**src/rtl/inst_mem_loader_pkg.sv**
```systemverilog
// inst_loader_pkg: shared types and helpers for the instruction-memory loader.
//   loader_state_t  : loader FSM state encoding
//   DEFAULT_ADDR_W  : default instruction memory address width
//   DEFAULT_DATA_W  : default instruction word width
//   max_addr()      : highest address representable in addr_w bits
package inst_loader_pkg;

    localparam int unsigned DEFAULT_ADDR_W = 9;
    localparam int unsigned DEFAULT_DATA_W = 32;

    typedef enum logic [2:0] {
        StIdle,
        StGetLo,
        StGetHi,
        StWrite,
        StFinish
    } loader_state_t;

    function automatic int unsigned max_addr(input int unsigned addr_w);
        return (32'd1 << addr_w) - 32'd1;
    endfunction

endpackage

```
**src/rtl/inst_mem_loader.sv**
```systemverilog
// inst_mem_loader: write-side initiator for the instruction memory external-load port.
// Packs a valid/ready stream of instruction words into pairs and writes one pair per
// strobe, holding the core halted for the whole load.
//
// Ports:
//   clk, rst                  : clock, synchronous active-high reset
//   start                     : one-cycle pulse, begins a load at BASE_ADDR (ignored if busy)
//   in_valid/in_data/in_last  : instruction stream; in_last marks the final word
//   in_ready                  : loader accepts in_data this cycle
//   enable_load_ex_mem        : one-cycle write strobe
//   InstExMemAddress          : write address
//   InstExMemData1/2          : even / odd word of the pair
//   enable_halt, busy         : high while a load is in progress
//   done                      : one-cycle pulse when the load ends
//   error                     : sticky address-overflow flag
//   word_count                : stream words accepted in the current/last load
//   checksum                  : (LOADER_CHECKSUM_EN only) sum of accepted words mod 2^DATA_W
//
// Build option: define LOADER_CHECKSUM_EN to add the checksum output and accumulator.
module inst_mem_loader
    import inst_loader_pkg::*;
#(
    parameter int unsigned       ADDR_W    = DEFAULT_ADDR_W,
    parameter int unsigned       DATA_W    = DEFAULT_DATA_W,
    parameter int unsigned       BASE_ADDR = 0,
    parameter logic [DATA_W-1:0] PAD_WORD  = '0
) (
    input  logic              clk,
    input  logic              rst,
    input  logic              start,
    input  logic              in_valid,
    input  logic [DATA_W-1:0] in_data,
    input  logic              in_last,
    output logic              in_ready,
    output logic              enable_load_ex_mem,
    output logic [ADDR_W-1:0] InstExMemAddress,
    output logic [DATA_W-1:0] InstExMemData1,
    output logic [DATA_W-1:0] InstExMemData2,
    output logic              enable_halt,
    output logic              busy,
    output logic              done,
    output logic              error,
    output logic [ADDR_W:0]   word_count
`ifdef LOADER_CHECKSUM_EN
    ,
    output logic [DATA_W-1:0] checksum
`endif
);

    localparam logic [ADDR_W-1:0] BaseAddr = ADDR_W'(BASE_ADDR);
    localparam logic [ADDR_W-1:0] LastAddr = ADDR_W'(max_addr(ADDR_W));
    localparam logic [ADDR_W-1:0] AddrOne  = ADDR_W'(1);
    localparam logic [ADDR_W:0]   WcOne    = (ADDR_W + 1)'(1);

    loader_state_t     state_q, state_d;
    logic [ADDR_W-1:0] addr_q, addr_d;
    logic [DATA_W-1:0] data1_q, data1_d;
    logic [DATA_W-1:0] data2_q, data2_d;
    logic [ADDR_W:0]   wc_q, wc_d;
    logic              last_pair_q, last_pair_d;
    logic              error_q, error_d;
    logic              accept;

    always_ff @(posedge clk) begin
        if (rst) begin
            state_q     <= StIdle;
            addr_q      <= BaseAddr;
            data1_q     <= '0;
            data2_q     <= '0;
            wc_q        <= '0;
            last_pair_q <= 1'b0;
            error_q     <= 1'b0;
        end else begin
            state_q     <= state_d;
            addr_q      <= addr_d;
            data1_q     <= data1_d;
            data2_q     <= data2_d;
            wc_q        <= wc_d;
            last_pair_q <= last_pair_d;
            error_q     <= error_d;
        end
    end

    assign accept = in_valid && in_ready;

    always_comb begin
        state_d     = state_q;
        addr_d      = addr_q;
        data1_d     = data1_q;
        data2_d     = data2_q;
        wc_d        = wc_q;
        last_pair_d = last_pair_q;
        error_d     = error_q;

        case (state_q)
            StIdle: begin
                if (start) begin
                    state_d = StGetLo;
                    addr_d  = BaseAddr;
                    wc_d    = '0;
                    error_d = 1'b0;
                end
            end
            StGetLo: begin
                if (accept) begin
                    data1_d     = in_data;
                    wc_d        = wc_q + WcOne;
                    last_pair_d = in_last;
                    if (in_last) begin
                        data2_d = PAD_WORD;
                        state_d = StWrite;
                    end else begin
                        state_d = StGetHi;
                    end
                end
            end
            StGetHi: begin
                if (accept) begin
                    data2_d     = in_data;
                    wc_d        = wc_q + WcOne;
                    last_pair_d = in_last;
                    state_d     = StWrite;
                end
            end
            StWrite: begin
                if (last_pair_q) begin
                    state_d = StFinish;
                end else if (addr_q == LastAddr) begin
                    // No room for another pair: truncate rather than wrap the address.
                    error_d = 1'b1;
                    state_d = StFinish;
                end else begin
                    addr_d  = addr_q + AddrOne;
                    state_d = StGetLo;
                end
            end
            StFinish: state_d = StIdle;
            default:  state_d = StIdle;
        endcase
    end

    assign in_ready           = (state_q == StGetLo) || (state_q == StGetHi);
    assign enable_load_ex_mem = (state_q == StWrite);
    assign busy               = (state_q != StIdle);
    assign enable_halt        = busy;
    assign done               = (state_q == StFinish);
    assign error              = error_q;
    assign word_count         = wc_q;
    assign InstExMemAddress   = addr_q;
    assign InstExMemData1     = data1_q;
    assign InstExMemData2     = data2_q;

`ifdef LOADER_CHECKSUM_EN
    logic [DATA_W-1:0] csum_q;

    always_ff @(posedge clk) begin
        if (rst) begin
            csum_q <= '0;
        end else if ((state_q == StIdle) && start) begin
            csum_q <= '0;
        end else if (accept) begin
            csum_q <= csum_q + in_data;
        end
    end

    assign checksum = csum_q;
`endif

endmodule

```
**config.mk**
```make
export PLATFORM = sky130hd
export DESIGN_NAME = inst_mem_loader
export DESIGN_NICKNAME = d
export VERILOG_FILES = /design/src/rtl/inst_mem_loader_pkg.sv /design/src/rtl/inst_mem_loader.sv
export SDC_FILE = /design/constraint.sdc
export NUM_CORES = 1
export LEC_CHECK = 0
export CORE_MARGIN = 3
export CORE_UTILIZATION = 45
export DETAILED_ROUTE_END_ITERATION = 8
export PLACE_DENSITY = 0.81
export SETUP_SLACK_MARGIN = 0.1
export SLEW_MARGIN = 5
export SYNTH_ARGS = -nofsm -noshare
export SYNTH_HDL_FRONTEND = slang
export SYNTH_SLANG_ARGS = --single-unit
```
**constraint.sdc**
```tcl
create_clock -name clk -period 3.9 [get_ports clk]
set_input_delay 0.78 -clock clk [delete_from_list [all_inputs] [get_ports clk]]
set_output_delay 0.78 -clock clk [all_outputs]
set_load 0.02 [all_outputs]
```
# Word level (Yosys, flattened, before mapping)
# Index checks and enable logic that the tools add are counted.
dict set report totals {
  elab_cells 59
  reg_bits 88
  inputBits 37
  output_inout_bits 89
}
dict set report classes {
  n_reduce_logical 15
  addsub 2
  n_eq_ne 13
  n_mux 22
}
# op n
set op_table {}
lappend op_table {{two-way mux 32 bit} 3}
lappend op_table {{one-hot mux 32 bit (2 select lines)} 1}
lappend op_table {{two-way mux 9 bit} 3}
lappend op_table {{two-way mux 10 bit} 2}
lappend op_table {{one-hot mux 10 bit (2 select lines)} 1}
lappend op_table {{one-hot mux 9 bit (2 select lines)} 1}
lappend op_table {{two-way mux 3 bit} 5}
lappend op_table {{!= test 2 bit, second input constant} 6}
lappend op_table {{one-hot mux 3 bit (4 select lines)} 1}
lappend op_table {{AND reduction 4 bit} 3}
lappend op_table {{adder 10 x 1 -> 10 bit, second input constant} 1}
lappend op_table {{adder 9 x 1 -> 9 bit, second input constant} 1}
lappend op_table {{== test 9 bit, second input constant} 1}
lappend op_table {{== test 3 x 2 -> 1 bit, second input constant} 2}
lappend op_table {{AND reduction 3 bit} 2}
lappend op_table {{nonzero test 2 bit} 3}
lappend op_table {{two-way mux 1 bit} 4}
lappend op_table {{!= test 2 x 1 -> 1 bit, second input constant} 2}
lappend op_table {{AND reduction 2 bit} 2}
lappend op_table {{== test 3 x 1 -> 1 bit, second input constant} 1}
lappend op_table {{== test 3 bit, second input constant} 1}
lappend op_table {{logical NOT 3 bit} 1}
lappend op_table {{nonzero test 3 bit} 1}
lappend op_table {{one-hot mux 1 bit (2 select lines)} 1}
lappend op_table {{3 further kinds} 3}

# Longest topological paths before layout
# Gate-level depths: netlist of run 1.
dict set report depth {
  word_depth 5
  depth_mapped 9
  mapped_depth_nobuf 8
}

# Least setup slack after synthesis of run 1
# Ideal clock, no wire load.
dict set report synth_path {
  kind {register -> output}
  from {reg state_q[2]}
  to {out done}
  required_ps 3120
  path_stages_with_launch 5
  arrival_ps 1607
  setup_slack_ps 1513
  n_path_buf 3
  cell_sequence {dfxtp_1 -> clkbuf_1 -> clkbuf_1 -> clkbuf_1 -> nor3b_1}
}
dict set report synth_between {
  elab_chain_len 1
}
# element line_no
set synth_rtl {}
lappend synth_rtl {{from (decl)} inst_mem_loader.sv:55} ;# loader_state_t state_q, state_d;
lappend synth_rtl {{from (signal assigned)} inst_mem_loader.sv:66} ;# state_q <= StIdle;
lappend synth_rtl {{from (signal assigned)} inst_mem_loader.sv:74} ;# state_q <= state_d;
lappend synth_rtl {{== test 3 bit} inst_mem_loader.sv:146} ;# assign done = (state_q == StFinish);
lappend synth_rtl {{to (decl)} inst_mem_loader.sv:41} ;# output logic done,
# No other way between the ends.

# Worst setup path after layout of run 1
dict set report layout_path {
  from {reg state_q[1]}
  to {out in_ready}
}
dict set report layout_between {
  elab_chain_len 2
  elab_cells_between_ends 3
  cone_classes {eq/ne (2); reduce/logical (1)}
}
# element line_no
set layout_rtl {}
lappend layout_rtl {{== test 3 x 1 -> 1 bit / == test 3 x 2 -> 1 bit (equally long branches)} inst_mem_loader.sv:142} ;# assign in_ready = (state_q == StGetLo) || (state_q == StGetHi);
lappend layout_rtl {{logical OR 1 bit *} inst_mem_loader.sv:142}
lappend layout_rtl {{to (decl)} inst_mem_loader.sv:34} ;# output logic in_ready,
# Mark *: on every way between the ends. The rest lies on a longest branch, timed or not.

==> flow_metrics.tcl, run 1 <==
set metrics [dict create \
    slowest_delay_ps 680 \
    seq_area_frac_synth_pct 51.3 \
    final_cell_mix "clkdlybuf4s50_1, dfxtp_1, nand2_1, a21oi_1, nor2_1" \
    fillers 591 \
    cpMaxStageDelayCell "clkdlybuf4s50_1" \
    synth.cell_area_mm2 0.00343 \
    post_cts_buffers 0 \
    yosys_warnings 0 \
    num_vias 3329 \
    dpl.hpwl_mm 6.63 \
    start_kind "flop" \
    leakage_uw 0.00170 \
    nNetsFinal 552 \
    antenna_found_initial 0 \
    endpoint "in_ready" \
    worstPathCellList "xnor2_1 -> nor2_1 -> clkdlybuf4s50_1" \
    r2r_end "InstExMemData2[12]" \
    detail-route-antenna-nets 0 \
    start_util_pct 46.8 \
    finalHoldViolations 0 \
    setup_tns_ps 0 \
    place_area_mm2 0.00470 \
    crit_cells 3 \
    htree_levels 3 \
    drt-initial-drc-count 113 \
    whs_ps 460 \
    die_w_um 93.3 \
    clockBufferDepth 2 \
    final_common_cell "clkdlybuf4s50_1" \
    gp_congestion 0.883 \
    fmax_mhz 329 \
    clk_latency_ps 360 \
    synthTopCellsByArea "dfxtp_1, nand2_1, a22oi_1" \
    die_h_um 93.3 \
    final_area_mm2 0.00494 \
    synth_top_area_share_pct 51.3 \
    cp.arrival_ps 2260 \
    ys_seq_elements 88 \
    crit_path_start "state_q[1]" \
    clkSlewWorstSetupHoldPaths_ps 90 \
    drc 0 \
    cts_resized 0 \
    crit_fanout 17 \
    num_rows 31 \
    grt-ovfl-total 0 \
    synth_nets 444 \
    synth.distinct_cells 41 \
    postCtsHoldBufs 0 \
    synth_top_area_cell "dfxtp_1" \
    cp_top_family "buffers and inverters" \
    status "completed" \
    wl_mm 9.49 \
    grt_pass1_vias 3209 \
    netlist_instances 404 \
    hold_path.class "reg2reg" \
    drive_above_1_share_pct 5.42 \
    numCtsBuffers 9 \
    syn_area_per_cell_um2 8.50 \
    max_slew_margin_pct 24.9 \
    slew_violations 0 \
    clock-root-buffer "clkbuf_8" \
    clkSinkCount 88 \
    ir_drop_uv 218 \
    r2r-start "state_q[2]" \
    grt_usage_pct 21.8 \
    io_buffers 125 \
    worst_pin_slew_ps 1130 \
    setup_ws_ps 861 \
    setup_violations 0 \
    rsz0062_at_grt "false" \
    dieArea_mm2 0.00871 \
    wl_per_cell_um 15.4 \
    grt_pass1_wl_mm 15.2 \
    via_per_inst 5.40 \
    dp.cells 600 \
    insertedDiodeCount 0 \
    finalCriticalPeriod_ps 3040 \
    end_kind "output pin" \
    cap_violations 0 \
    cts_tree "yes" \
    power.density_mw_per_mm2 420 \
    r2r_slack_ps 1530 \
    critPathRequiredTime_ps 3120 \
    grt_max_degree 57 \
    area_growth_pct 44.1 \
    path_class "reg2out" \
    final_cells 616 \
    dp_slack_ps 1100 \
    crit_buf_inv 1 \
    io_pins 126 \
    core_area_mm2 0.00733 \
    fin_crit_sh_pct 77.9 \
    finalClockSkew_ps 9.42 \
    firstDrtPassIters 4 \
    r2r_cells 4 \
]
[layer usage]
metal	wire [um]	track usage, %	vias to the layer above
met1	4030	26.6	1571
met5	0	0	-
met4	124	8.79	0
met2	4490	35.0	110
li1	-	-	1637
met3	844	7.88	11
[logic make-up after synthesis]
| kind of cell | Yosys count | share of synthesized area, % |
|---|---|---|
| compound gates | 114 | 20.9 |
| xor+xnor | 2 | 0.510 |
| fa+ha+maj | 3 | 1.09 |
| buf+inv | 34 | 4.41 |
| simple gates | 161 | 21.2 |
| flops | 88 | 51.3 |
| mux | 2 | 0.583 |
[synth_stat cells]
cell       instances
buf_4              2
o21ai_0           12
or4b_2             2
nor3b_1            1
nor4b_1            1
mux2i_1            2
a311oi_1           5
nand2b_1           3
o21a_1             2
a21oi_1           49
nand4_1            1
a21o_1             2
a41oi_1            1
o31ai_1            3
nand3_1            5
buf_2              1
a211oi_1           2
clkbuf_1          27
nor4_1             1
or3b_4             1
nand4bb_1          1
a31oi_1            1
nand3b_1           2
and3_1             5
and4_1             1
ha_1               3
nand2_1           74
a2111oi_2          1
or2_2              1
o22ai_1            1
xnor2_1            2
nor3_1             3
or4_1              3
inv_1              2
nor2_1            47
buf_6              2
or3_1              8
dfxtp_1           88
a22oi_1           34
nand4b_1           1
a211o_1            1
[where the power goes]
part | leakage (uW) | switching, uW | internal (uW) | total (uW)
Clock | 0.000124 | 336 | 432 | 769
Sequential | 0.000712 | 31.7 | 933 | 965
Combinational | 0.000862 | 191 | 151 | 341
[tightest hold or removal path, stage by stage (launching register included)]
cell     delay (ps)
dfxtp_1         320
nand2_1          50
a21oi_1          50
[how the worst min path moves through the flow]
stage                       start                  to  slack [ps]  cells after the start
2_1_floorplan         last_pair_q         last_pair_q         480                      2
3_3_place_gp   InstExMemData1[23]  InstExMemData1[23]         440                      2
3_5_place_dp   InstExMemData1[25]  InstExMemData1[25]         450                      2
4_1_cts         InstExMemData1[8]   InstExMemData1[8]         460                      2
5_1_grt        InstExMemData1[26]  InstExMemData1[26]         490                      2
6_report       InstExMemData1[10]  InstExMemData1[10]         460                      2
[registers in the layout, summed over array words and instances, names as in the netlist]
register	flops
state_q	3
word_count	10
InstExMemData1	32
error	1
InstExMemData2	32
last_pair_q	1
InstExMemAddress	9
[layout make-up]
cell class              instances  area (um2)  share of cell area, %
multi-input cells             282        1530                   30.9
clock buffers                   9         124                   2.51
clock inverters                 7         125                   2.53
inverters                       2        7.51                  0.152
flip-flops and latches         88        1760                   35.6
well taps                      99         124                   2.51
repair buffers                129        1280                   25.8
[metrics by stage]
stage / utilization [%] / power [uW]
2_1_floorplan: - / 1180
3_3_place_gp: 64.1 / 1320
3_5_place_dp: 64.1 / 1330
4_1_cts: 67.5 / 2090
5_1_grt: 67.5 / 2150
6_report: 67.5 / 2070
(Power assumes the default switching activity.)
==> inputs of run 2 (changes only) <==
--- a/config.mk
+++ b/config.mk
@@ -6,9 +6,9 @@
 export NUM_CORES = 1
 export LEC_CHECK = 0
 export CORE_MARGIN = 3
-export CORE_UTILIZATION = 45
+export CORE_UTILIZATION = 40
 export DETAILED_ROUTE_END_ITERATION = 8
-export PLACE_DENSITY = 0.81
+export PLACE_DENSITY = 0.76
 export SETUP_SLACK_MARGIN = 0.1
 export SLEW_MARGIN = 5
 export SYNTH_ARGS = -nofsm -noshare
==> constraint.sdc (replaced) <==
create_clock -name clk -period 2.5 [get_ports clk]
set_input_delay 0.5 -clock clk [delete_from_list [all_inputs] [get_ports clk]]
set_output_delay 0.5 -clock clk [all_outputs]
set_load 0.02 [all_outputs]
==> run 2 against run 1 <==
Compared with the run above: global-route usage decreased by 2.5 points; wire length grew 1.8%; critical endpoint is now InstExMemAddress[3]; flip-flop and latch count unchanged; highest routed layer unchanged.
==> flow_metrics.tcl, run 2 (same netlist as run 1, synthesis figures left out) <==
set metrics [dict create \
    path_class "reg2reg" \
    via_per_inst 5.34 \
    final_common_cell "clkdlybuf4s50_1" \
    fillers 753 \
    wl_mm 9.66 \
    leakage_uw 0.00173 \
    p_int_uw 2180 \
    r2r_slack_ps 170 \
    area_growth_pct 45.4 \
    clock-root-buffer "clkbuf_8" \
    grt_usage_pct 19.3 \
    drt-initial-drc-count 182 \
    clk_latency_ps 340 \
    final_cells 629 \
    hp-start "InstExMemData1[19]" \
    hold_path.class "reg2reg" \
    multi_input_area_mm2 0.00154 \
    status "completed" \
    dp.cells 613 \
    finalClockSkew_ps 11.6 \
    switchingPower_uw 861 \
    setup_tns_ps 0 \
    grt_pass1_wl_mm 15.4 \
    io_pins 126 \
    fmax_mhz 430 \
    clkSinkCount 88 \
    grt_max_degree 48 \
    ir_drop_uv 314 \
    die_h_um 98.6 \
    io_buffers 125 \
    grt_pass1_vias 3211 \
    max_slew_margin_pct 53.8 \
    fin_util_pct 60.4 \
    final_cell_mix "clkdlybuf4s50_1, dfxtp_1, nand2_1, a21oi_1, nor2_1" \
    dpl.hpwl_mm 6.70 \
    cp.arrival_ps 2600 \
    r2r_cells 8 \
    finalCriticalPeriod_ps 2330 \
    dp_slack_ps 196 \
    setup_violations 0 \
    gp_congestion 0.810 \
    crit_fanout 11 \
    p_comb_share_pct 18.7 \
    end_kind "flop" \
    power.density_mw_per_mm2 610 \
    min_path_cells 2 \
    die_w_um 98.6 \
    start_kind "flop" \
    cap_violations 0 \
    antenna_found_initial 0 \
    clockBufferDepth 2 \
    slew_violations 0 \
    place_area_mm2 0.00478 \
    wl_per_cell_um 15.4 \
    num_rows 33 \
    fin_crit_sh_pct 93.1 \
    firstDrtPassIters 4 \
    nNetsFinal 559 \
    dieArea_mm2 0.00973 \
    worst_pin_slew_ps 693 \
    insertedDiodeCount 0 \
    min_to "InstExMemData1[19]" \
    core_area_mm2 0.00826 \
    p_clk_share_pct 32.2 \
    clkSlewWorstSetupHoldPaths_ps 90 \
    r2r-start "InstExMemAddress[0]" \
    grt-ovfl-total 0 \
    setup_ws_ps 173 \
    final_area_mm2 0.00499 \
    start_util_pct 41.6 \
    htree_levels 3 \
    sw_frac_of_total_pct 28.3 \
    r2r_end "InstExMemAddress[3]" \
    rsz0062_at_grt "true" \
    finalHoldViolations 0 \
    num_vias 3362 \
    drive_above_1_share_pct 7.25 \
    detail-route-antenna-nets 0 \
    post_cts_buffers 0 \
    numCtsBuffers 9 \
    critPathRequiredTime_ps 2780 \
    seq_area_mm2 0.00176 \
    seqPwrFrac_pct 49.1 \
    drc 0 \
    cts_tree "yes" \
]
[run 2: area by class of cell]
cell class / instances / share of cell area [%]
flip-flops and latches: 88 / 35.3
clock inverters: 6 / 1.35
clock buffers: 10 / 2.56
well taps: 105 / 2.63
multi-input cells: 282 / 30.8
inverters: 2 / 0.150
repair buffers: 136 / 27.1
[run 2: worst max path at each step]
stage | startpoint | end | cells after the start
after floorplan | InstExMemAddress[0] | InstExMemAddress[5] | 9
after global placement | start | InstExMemAddress[3] | 5
after detailed placement | InstExMemAddress[0] | InstExMemAddress[3] | 8
after CTS | state_q[0] | in_ready | 3
after global routing | InstExMemAddress[0] | InstExMemAddress[3] | 8
final | InstExMemAddress[0] | InstExMemAddress[3] | 8
[run 2: metal layers]
metal	track usage (%)	part of all wire [%]
met5	0	0
met4	5.25	1.4
met1	23.9	44
met2	31.5	46
met3	7.64	8.3
[run 2: power groups by stage]
stage | Clock, uW | Sequential [uW] | Combinational, uW
final | 981 | 1490 | 567
after detailed placement | 0 | 1530 | 567
after CTS | 1020 | 1490 | 571
after floorplan | 0 | 1580 | 258
after global routing | 1070 | 1500 | 615
after global placement | 0 | 1520 | 558
[run 2: through the flow]
step	power, uW	hold slack (ps)
2_1_floorplan	1840	485
6_report	3040	457
3_5_place_dp	2090	448
3_3_place_gp	2080	442
4_1_cts	3080	459
5_1_grt	3190	477
[run 2: critical path, cell delays in order (launching register included)]
cell and delay, ps:
dfxtp_1 370, ha_1 250, and3_1 200, and3_1 160, ha_1 220, nand4bb_1 260
a21o_4 290, or3_1 350, a21oi_1 160
[run 2: repair_timing]
item / in CTS / in global routing
pin swaps: 0 / 0
hold buffers: 0 / 0
resized for setup: 3 / 4
setup endpoints to repair: 2 / 5
